--- src/rtl/irq_tick_gen_pkg.sv ---
// irq_tick_gen_pkg: shared constants and record types for the irq_tick_gen
// timer block.
//   NCH_DEF/CW_DEF/PW_DEF/ICW_DEF : default parameter values for the top.
//   chan_cfg_t  : one channel's configuration (run enable + period word) at the
//                 default counter width.
//   chan_stat_t : one channel's registered status (pulse, pending, overrun).
package irq_tick_gen_pkg;

  localparam int NCH_DEF = 4;
  localparam int CW_DEF  = 32;
  localparam int PW_DEF  = 16;
  localparam int ICW_DEF = 16;

  typedef struct packed {
    logic              en;
    logic [CW_DEF-1:0] period;
  } chan_cfg_t;

  typedef struct packed {
    logic pulse;
    logic pending;
    logic overrun;
  } chan_stat_t;

endpackage

--- src/rtl/irq_tick_chan.sv ---
// irq_tick_chan: one programmable-period timer channel.
//   clk, rst     : clock, asynchronous active-high reset
//   tick         : shared prescaler tick (one cycle wide)
//   en           : run enable; low holds the counter at 0
//   period       : expiry period in ticks; 0 means never expire
//   clear        : write-one-to-clear for pending and overrun
//   oneshot      : (only with IRQ_TICK_GEN_ONESHOT_EN) disarm after first expiry
//   stat         : registered pulse / pending / overrun
//   pending_nxt  : next-state pending, so the top can register irq_any in step
// Optional feature macro: IRQ_TICK_GEN_ONESHOT_EN.
module irq_tick_chan
  import irq_tick_gen_pkg::*;
#(
  parameter int CW = CW_DEF
) (
  input  logic          clk,
  input  logic          rst,
  input  logic          tick,
  input  logic          en,
  input  logic [CW-1:0] period,
  input  logic          clear,
`ifdef IRQ_TICK_GEN_ONESHOT_EN
  input  logic          oneshot,
`endif
  output chan_stat_t    stat,
  output logic          pending_nxt
);

  logic [CW-1:0] cnt_q, cnt_d;
  logic          pulse_q, pulse_d;
  logic          pend_q, pend_d;
  logic          ovr_q, ovr_d;
  logic          expire;
  logic          armed;

`ifdef IRQ_TICK_GEN_ONESHOT_EN
  logic armed_q, armed_d;
  assign armed = armed_q;

  // A low enable re-arms; the re-armed channel starts counting once en is high
  // again. While disarmed, oneshot changes are ignored because armed_q only
  // leaves 0 through the en-low path.
  always_comb begin
    armed_d = armed_q;
    if (!en) begin
      armed_d = 1'b1;
    end else if (expire && oneshot) begin
      armed_d = 1'b0;
    end
  end
`else
  assign armed = 1'b1;
`endif

  always_comb begin
    cnt_d  = cnt_q;
    expire = 1'b0;
    if (!en) begin
      cnt_d = '0;
    end else if (tick && armed) begin
      if (period == '0) begin
        cnt_d = '0;
      end else if (cnt_q >= period - CW'(1)) begin
        // >= so a period shortened below the running count expires at once
        expire = 1'b1;
        cnt_d  = '0;
      end else begin
        cnt_d = cnt_q + CW'(1);
      end
    end
    pulse_d = expire;
    // Expiry beats a simultaneous clear; overrun only when pending was
    // already set and no clear arrives in the same cycle.
    pend_d  = expire | (pend_q & ~clear);
    ovr_d   = ~clear & (ovr_q | (expire & pend_q));
  end

  always_ff @(posedge clk or posedge rst) begin
    if (rst) begin
      cnt_q   <= '0;
      pulse_q <= 1'b0;
      pend_q  <= 1'b0;
      ovr_q   <= 1'b0;
`ifdef IRQ_TICK_GEN_ONESHOT_EN
      armed_q <= 1'b1;
`endif
    end else begin
      cnt_q   <= cnt_d;
      pulse_q <= pulse_d;
      pend_q  <= pend_d;
      ovr_q   <= ovr_d;
`ifdef IRQ_TICK_GEN_ONESHOT_EN
      armed_q <= armed_d;
`endif
    end
  end

  assign stat.pulse   = pulse_q;
  assign stat.pending = pend_q;
  assign stat.overrun = ovr_q;
  assign pending_nxt  = pend_d;

endmodule

--- src/rtl/irq_tick_gen.sv ---
// irq_tick_gen: free-running cycle counter plus a shared prescaler driving NCH
// programmable-period interrupt channels.
//   axi_aclk, axi_areset : clock, asynchronous active-high reset
//   en[NCH]              : per-channel run enable
//   period[NCH*CW]       : channel i period in ticks at [i*CW +: CW]
//   prescale[PW]         : a tick occurs every prescale+1 cycles
//   oneshot[NCH]         : (only with IRQ_TICK_GEN_ONESHOT_EN) one-shot mode
//   clear[NCH]           : write-one-to-clear pending/overrun
//   free_count[CW]       : free-running cycle count
//   icount[ICW]          : top ICW bits of free_count
//   irq_pulse/irq_pending/overrun[NCH], irq_any : interrupt status
// Optional feature macro: IRQ_TICK_GEN_ONESHOT_EN.
module irq_tick_gen
  import irq_tick_gen_pkg::*;
#(
  parameter int NCH = NCH_DEF,
  parameter int CW  = CW_DEF,
  parameter int PW  = PW_DEF,
  parameter int ICW = ICW_DEF
) (
  input  logic              axi_aclk,
  input  logic              axi_areset,
  input  logic [NCH-1:0]    en,
  input  logic [NCH*CW-1:0] period,
  input  logic [PW-1:0]     prescale,
`ifdef IRQ_TICK_GEN_ONESHOT_EN
  input  logic [NCH-1:0]    oneshot,
`endif
  input  logic [NCH-1:0]    clear,
  output logic [CW-1:0]     free_count,
  output logic [ICW-1:0]    icount,
  output logic [NCH-1:0]    irq_pulse,
  output logic [NCH-1:0]    irq_pending,
  output logic [NCH-1:0]    overrun,
  output logic              irq_any
);

  logic [CW-1:0]  free_q, free_d;
  logic [PW-1:0]  pcnt_q, pcnt_d;
  logic           tick;
  logic           any_q, any_d;
  logic [NCH-1:0] pend_nxt;
  chan_stat_t     stat [NCH];

  always_comb begin
    // >= rather than == so lowering prescale below pcnt reloads immediately
    tick   = (pcnt_q >= prescale);
    pcnt_d = tick ? '0 : pcnt_q + PW'(1);
    free_d = free_q + CW'(1);
    any_d  = |pend_nxt;
  end

  always_ff @(posedge axi_aclk or posedge axi_areset) begin
    if (axi_areset) begin
      free_q <= '0;
      pcnt_q <= '0;
      any_q  <= 1'b0;
    end else begin
      free_q <= free_d;
      pcnt_q <= pcnt_d;
      any_q  <= any_d;
    end
  end

  for (genvar i = 0; i < NCH; i++) begin : g_chan
    irq_tick_chan #(.CW(CW)) u_chan (
      .clk         (axi_aclk),
      .rst         (axi_areset),
      .tick        (tick),
      .en          (en[i]),
      .period      (period[i*CW +: CW]),
      .clear       (clear[i]),
`ifdef IRQ_TICK_GEN_ONESHOT_EN
      .oneshot     (oneshot[i]),
`endif
      .stat        (stat[i]),
      .pending_nxt (pend_nxt[i])
    );
    assign irq_pulse[i]   = stat[i].pulse;
    assign irq_pending[i] = stat[i].pending;
    assign overrun[i]     = stat[i].overrun;
  end

  assign free_count = free_q;
  assign icount     = free_q[CW-1 -: ICW];
  assign irq_any    = any_q;

endmodule
--- config.mk ---
export PLATFORM = sky130hd
export DESIGN_NAME = irq_tick_gen
export DESIGN_NICKNAME = d
export VERILOG_FILES = /design/src/rtl/irq_tick_gen_pkg.sv /design/src/rtl/irq_tick_chan.sv /design/src/rtl/irq_tick_gen.sv
export SDC_FILE = /design/constraint.sdc
export NUM_CORES = 1
export LEC_CHECK = 0
export BUFFER_PORTS_ARGS = -buffer_cell sky130_fd_sc_hd__buf_2
export CAP_MARGIN = 20
export CORE_MARGIN = 8
export CORE_UTILIZATION = 59
export CTS_CLUSTER_SIZE = 24
export DETAILED_ROUTE_END_ITERATION = 7
export GPL_TIMING_DRIVEN = 0
export PLACE_DENSITY = 0.82
export RECOVER_POWER = 25
export SYNTH_ARGS = -nofsm -noshare
export SYNTH_HDL_FRONTEND = slang
export SYNTH_HIERARCHICAL = 1
export SYNTH_SLANG_ARGS = --single-unit
export TNS_END_PERCENT = 100
--- constraint.sdc ---
create_clock -name axi_aclk -period 3.7 [get_ports axi_aclk]
set_input_delay 0.74 -clock axi_aclk [delete_from_list [all_inputs] [get_ports axi_aclk]]
set_output_delay 0.74 -clock axi_aclk [all_outputs]
set_load 0.02 [all_outputs]
# Word-level counts from Yosys, hierarchy flattened
# Index checks and enable logic that the tools add are counted.
# W data, S select, Z words.
[word_totals]
ff_bits = 189
latch_bits = 0
mem_bits_rw = 0
romBits = 0
inputBits = 154
output_inout_bits = 61
word_cells = 100
memories = 0
[op_classes]
addsub = 10
multipliers = 0
div_mod_pow = 0
magnitude_cmp = 5
n_eq_ne = 4
shifts = 0
muxes = 33
n_bitwise = 24
n_reduce_logical = 5
[op_table]
columns = ["operator", "n"]
rows = [
  ["$mux W32", 16],
  ["$add A32 B1 Y32 const B", 5],
  ["$ge A32 B32 Y1", 4],
  ["$logic_not A32 Y1", 4],
  ["$sub A32 B1 Y32 const B", 4],
  ["$add A16 B1 Y16 const B", 1],
  ["$ge A16 B16 Y1", 1],
  ["$mux W1", 16],
  ["$mux W16", 1],
  ["$and A1 B1 Y1", 12],
  ["$ne A2 B1 Y1 const B", 4],
  ["$or A1 B1 Y1", 8],
  ["$not A1 Y1", 4],
  ["$reduce_or A4 Y1", 1],
]

# Longest topological paths before layout
[logic_depth]
word_depth = 9
ltp_mapped = 17
ltp_nobuf = 17

# By module
# Netlist, hierarchy kept.
[by_module_without_submodules]
columns = ["mod", "instances", "cells_each", "area_each_um2", "seq_area_each_um2"]
rows = [
  ["irq_tick_chan (g_chan[0].u_chan ...)", 3, 376, 3173.0, 875.8],
  ["irq_tick_chan (g_chan[1].u_chan)", 1, 400, 3275.6, 875.8],
  ["irq_tick_gen", 1, 264, 2635.0, 1226.2],
]

# Worst setup path before layout
# No wires, ideal clock.
[synth_path]
path_kind = "input to register"
start = "input port period[45]"
end = "register any_q, in the netlist irq_any"
setup_time_ns = 0.139
arrival_time_ns = 5.230
required_time_ns = 3.561
setup_slack_ns = -1.669
cell_stages = 16
path_buffers = 0
cell_sequence = "or3_4 -> or4_4 -> or3_4 -> or3_4 -> or3b_4 -> or3b_1 -> xor2_1 -> ha_1 -> nand4_1 -> nor2_1 -> a22oi_1 -> o211ai_1 -> a211oi_1 -> nand2b_1 -> nand2_1 -> or4_1"
[synth_via]
elab_chain_cells = 8
elab_cells_between_ends = 9
cone_classes = "add/sub (1); order compare (1); mux (4); bitwise (1); reduce/logical (2)"
[synth_lines]
columns = ["item", "line", "rtl"]
rows = [
  ["start, declared", "irq_tick_gen.sv:24", "input logic [NCH*CW-1:0] period,"],
  ["$sub A32 B1 Y32", "irq_tick_chan.sv:63", "end else if (cnt_q >= period - CW'(1)) begin"],
  ["$ge A32 B32 Y1", "irq_tick_chan.sv:63", ""],
  ["$mux W1", "irq_tick_chan.sv:63", ""],
  ["$mux W1 (*)", "irq_tick_chan.sv:61", "if (period == '0) begin"],
  ["$mux W1 (*)", "irq_tick_chan.sv:60", "end else if (tick && armed) begin"],
  ["$mux W1 (*)", "irq_tick_chan.sv:58", "if (!en) begin"],
  ["$or A1 B1 Y1 (*)", "irq_tick_chan.sv:74", "pend_d = expire | (pend_q & ~clear);"],
  ["net pend_nxt[1]", "irq_tick_gen.sv:42", "logic [NCH-1:0] pend_nxt;"],
  ["$reduce_or A4 Y1 (*)", "irq_tick_gen.sv:50", "any_d = |pend_nxt;"],
  ["net any_d", "irq_tick_gen.sv:41", "logic any_q, any_d;"],
  ["end signal, assigned", "irq_tick_gen.sv:61", "any_q <= any_d;"],
  ["end, declared", "irq_tick_gen.sv:41", ""],
]
# The timed path passes the listed nets; every way through them passes the cells marked *.
# A chain may end at the register's enable or synchronous reset.

# Final worst setup path
[layout_path]
start = "input port period[45]"
end = "register g_chan[1].u_chan.cnt_q[12]"
[layout_via]
elab_chain_cells = 6
elab_cells_between_ends = 7
cone_classes = "add/sub (1); order compare (1); mux (4); reduce/logical (1)"
[layout_lines]
columns = ["item", "line", "rtl"]
rows = [
  ["$sub A32 B1 Y32", "irq_tick_chan.sv:63", ""],
  ["$ge A32 B32 Y1", "irq_tick_chan.sv:63", ""],
  ["$mux W32", "irq_tick_chan.sv:63", ""],
  ["$mux W32 (*)", "irq_tick_chan.sv:61", ""],
  ["$mux W32 (*)", "irq_tick_chan.sv:60", ""],
  ["$mux W32 (*)", "irq_tick_chan.sv:58", ""],
  ["end signal, assigned", "irq_tick_chan.sv:88", "cnt_q <= cnt_d;"],
  ["end, declared", "irq_tick_chan.sv:29", "logic [CW-1:0] cnt_q, cnt_d;"],
]
# Mark *: on every way between the ends. The rest lies on a longest branch, timed or not. The select of a mux whose other input is x is not followed.

==> out/qor.csv <==
metric;value;unit
status;finished with violations;
violated checks;capacitance limit, slew limit, setup timing;
vias after detailed routing;15984;
setup violators final;136;
number of enable flip-flop cells after synthesis;0;
global-route wire length before repair;75.56;mm
CTS Root Cell;sky130_fd_sc_hd__clkbuf_16;
arrival time at the worst endpoint;5.34;ns
antenna diode count;0;
mean cell area of the mapped netlist;8.610;um^2
drt total wl;49.52;mm
Lkg Pwr;0.008951;uW
Clock Pin Slew Worst Setup and Hold Paths;0.07;ns
final max-slew violation count;44;
CP endpoint kind;register;
launch point of the critical path;period[45];
fraction of layout instances using a drive strength above 1;28.87;%
Initial Utilization;59.72;%
post-synthesis sequential element count;189;
number of antenna violations at the first check in global routing;0;
detailed-route DRC error count;0;
share of the clock period used by the worst path;136.3;%
insertion delay to the later sink of the worst-skew pair;0.45;ns
area of the mapped netlist;15430;um^2
areal power density over the cells;234.8;nW/um^2
count of buffers from port buffering;214;
worst-path maximum fanout;5;
worst flop-to-flop path startpoint;pcnt_q[7];
clk buf depth;2;
Antenna Violating Nets Remaining;0;
vias in the first global route;15764;
DIE HEIGHT;177.7;um
die width;177.7;um
number of H-tree branching levels;4;
Design Area, Final;20040;um^2
area of combinational cells with multiple inputs;11030;um^2
placement row count;59;
slew at the pin closest to its max-slew limit;2.335;ns
Placement Cell Area;17250;um^2
unique cell type count in the Yosys netlist;62;
Max-slew headroom;-55.67;%
Starting DRT DRC Count;1557;
TritonCTS clock tree;built;
Syn Nets;2104;
Post-Syn Instances;1792;
total CTS buffers;17;
clock tree skew after final layout;0.01923;ns
sink count of the clock tree;189;
async set-reset flop share out of synthesis;100.0;%
post-route worst setup slack;-1.344;ns
Die Area;31580;um^2
number of hold violations in the final report;0;
TritonRoute pass-1 iters;8;
routed wire length per instance;20.00;um
final hold slack;0.3659;ns
detailed placer's ending HPWL;32.52;mm
Congestion Overflow GR;0;
Min Clock Period, post-route;5.044;ns
largest net degree at the start of global routing;44;
detailed-route vias per instance;6.456;
final RePlAce weighted congestion;0.9078;
CORE AREA;25840;um^2
sequential share of the synthesized area;30.65;%
Area growth syn-to-layout;29.85;%
Max-Cap Viols;1;
number of nets in the layout;2440;
class of the worst hold path;in2async;
Setup CP Type;in2reg;
I/O pins;215;
kind of start point of the critical path;input pin;
worst voltage drop across the vdd grid;254.9;uV
global-route total usage across every layer;28.84;%
unrepaired setup endpoints after global routing;yes;
Req. time, crit path;4.00;ns
register area;4730;um^2
layout filler cell count;1693;
top flip-flop cell by instance count after synthesis;sky130_fd_sc_hd__dfrtp_1;
fmax;198.2;MHz
warnings from Yosys;6;
==> layer usage <==
layer  routed length, um  up-vias  GRT usage, %
met2               24050      927         49.03
met1               19360     7646         36.31
met3                4418      186         5.106
li1                    -     7225             -
met5                   0        -             0
met4                1693        0         10.21
==> worst max-delay path, stage by stage <==
cell and delay (ns):
sky130_fd_sc_hd__buf_6 0.09, sky130_fd_sc_hd__or3_4 0.38, sky130_fd_sc_hd__or4_4 0.42, sky130_fd_sc_hd__or3_4 0.35, sky130_fd_sc_hd__or3_4 0.39, sky130_fd_sc_hd__or3b_4 0.39, sky130_fd_sc_hd__or3b_1 0.39, sky130_fd_sc_hd__xor2_1 0.16
sky130_fd_sc_hd__ha_1 0.28, sky130_fd_sc_hd__nand4_1 0.15, sky130_fd_sc_hd__buf_4 0.20, sky130_fd_sc_hd__nor4_4 0.16, sky130_fd_sc_hd__and3_4 0.24, sky130_fd_sc_hd__a211oi_4 0.08, sky130_fd_sc_hd__buf_6 0.17, sky130_fd_sc_hd__buf_8 0.12
sky130_fd_sc_hd__buf_12 0.12, sky130_fd_sc_hd__clkbuf_16 0.15, sky130_fd_sc_hd__a31oi_2 0.19, sky130_fd_sc_hd__mux2i_1 0.14
==> flip-flops by register name, summed over array words and instances, names as in the netlist <==
| name | cells |
|---|---|
| g_chan.u_chan/ovr_q | 4 |
| irq_any | 1 |
| pcnt_q | 16 |
| g_chan.u_chan/cnt_q | 128 |
| g_chan.u_chan/pulse_q | 4 |
| free_count | 32 |
| g_chan.u_chan/pend_q | 4 |
==> power breakdown <==
group          switching (uW)  total [uW]  leakage [uW]  internal (uW)
sequential               46.9        2140       0.00262           2100
combinational             366         633       0.00603            267
clock                     945        1930      0.000301            983
==> kinds of logic (layout without fill, tap and decap cells) <==
family	count (synthesis)	count (layout)	synth area share, %
and+or+nand+nor	787	788	27.26
adders and majority gates	158	158	12.81
buffers and inverters	154	502	4.776
AOI/OAI and AO/OA	288	288	12.06
muxes	19	19	1.257
DFF	189	189	30.65
xor gates and xnor gates	197	197	11.18
==> worst paths after layout <==
kind,endpoint,slack (ns),cells past startpoint
max in group asynchronous,pcnt_q[2],0.85,3
max,g_chan[1].u_chan/cnt_q[12],-1.34,20
min,pcnt_q[7],0.37,2
min in group axi_aclk,g_chan[1].u_chan/ovr_q,0.49,2
max reg2reg,g_chan[1].u_chan/cnt_q[24],-0.41,11
min reg2reg,free_count[13],0.50,1
==> cell usage after synthesis (all sizes together), types with 48 or more instances <==
master / instances / area [um^2]
nand2: 156 / 593.1
a31oi: 56 / 350.3
o21ai: 48 / 240.2
inv: 78 / 292.8
nand3: 128 / 640.6
dfrtp: 189 / 4730
xor2: 77 / 674.4
nor2: 133 / 521.8
nand4: 75 / 475.5
ha: 158 / 1977
buf: 51 / 350.3
a21oi: 83 / 415.4
nor3: 78 / 395.4
xnor2: 120 / 1051
==> placed cells by master, fill, tap and decap left out, types with 17 or more instances in the layout <==
master	instances
sky130_fd_sc_hd__a21oi_1	48
sky130_fd_sc_hd__a21oi_2	35
sky130_fd_sc_hd__a22o_1	39
sky130_fd_sc_hd__a31oi_1	43
sky130_fd_sc_hd__and3_1	35
sky130_fd_sc_hd__and4_1	17
sky130_fd_sc_hd__buf_2	206
sky130_fd_sc_hd__buf_4	82
sky130_fd_sc_hd__buf_6	43
sky130_fd_sc_hd__buf_8	19
sky130_fd_sc_hd__clkbuf_16	22
sky130_fd_sc_hd__dfrtp_1	189
sky130_fd_sc_hd__ha_1	158
sky130_fd_sc_hd__inv_1	73
sky130_fd_sc_hd__nand2_1	137
sky130_fd_sc_hd__nand2b_1	17
sky130_fd_sc_hd__nand3_1	89
sky130_fd_sc_hd__nand3_2	33
sky130_fd_sc_hd__nand3b_1	24
sky130_fd_sc_hd__nand4_1	74
sky130_fd_sc_hd__nor2_1	129
sky130_fd_sc_hd__nor3_1	61
sky130_fd_sc_hd__nor4_1	19
sky130_fd_sc_hd__o21ai_0	22
sky130_fd_sc_hd__o21ai_1	21
sky130_fd_sc_hd__xnor2_1	120
sky130_fd_sc_hd__xor2_1	77
==> what timing repair did <==
action,in CTS,in global routing
setup endpoints to repair,141,141
buffers inserted,56,41
hold buffers,0,0
resized for setup,170,143
cloned,15,3
pin swaps,63,94
==> through the flow <==
stage          setup TNS [ns]  total power (uW)  setup slack, ns  cells  utilization [%]
2_1_floorplan          -83.17              2488           -1.462   1792                -
3_3_place_gp          -169.69              2700           -2.087   2341            66.35
3_5_place_dp          -180.48              2744           -2.074   2346            66.76
4_1_cts                -79.38              4680           -1.213   2448            74.93
5_1_grt                -89.43              4882           -1.413   2476            77.54
6_report               -78.23              4704           -1.344   2476            77.54
==> layout make-up <==
class / instances / area share [%]
clock inverter: 15 / 1.018
buffer: 72 / 3.147
tap: 335 / 2.092
sequential: 189 / 23.61
clock buffer: 17 / 2.123
timing repair buffer: 320 / 11.52
inverter: 78 / 1.461
multi-input combinational: 1450 / 55.03
Power figures use the tool's default switching activity.
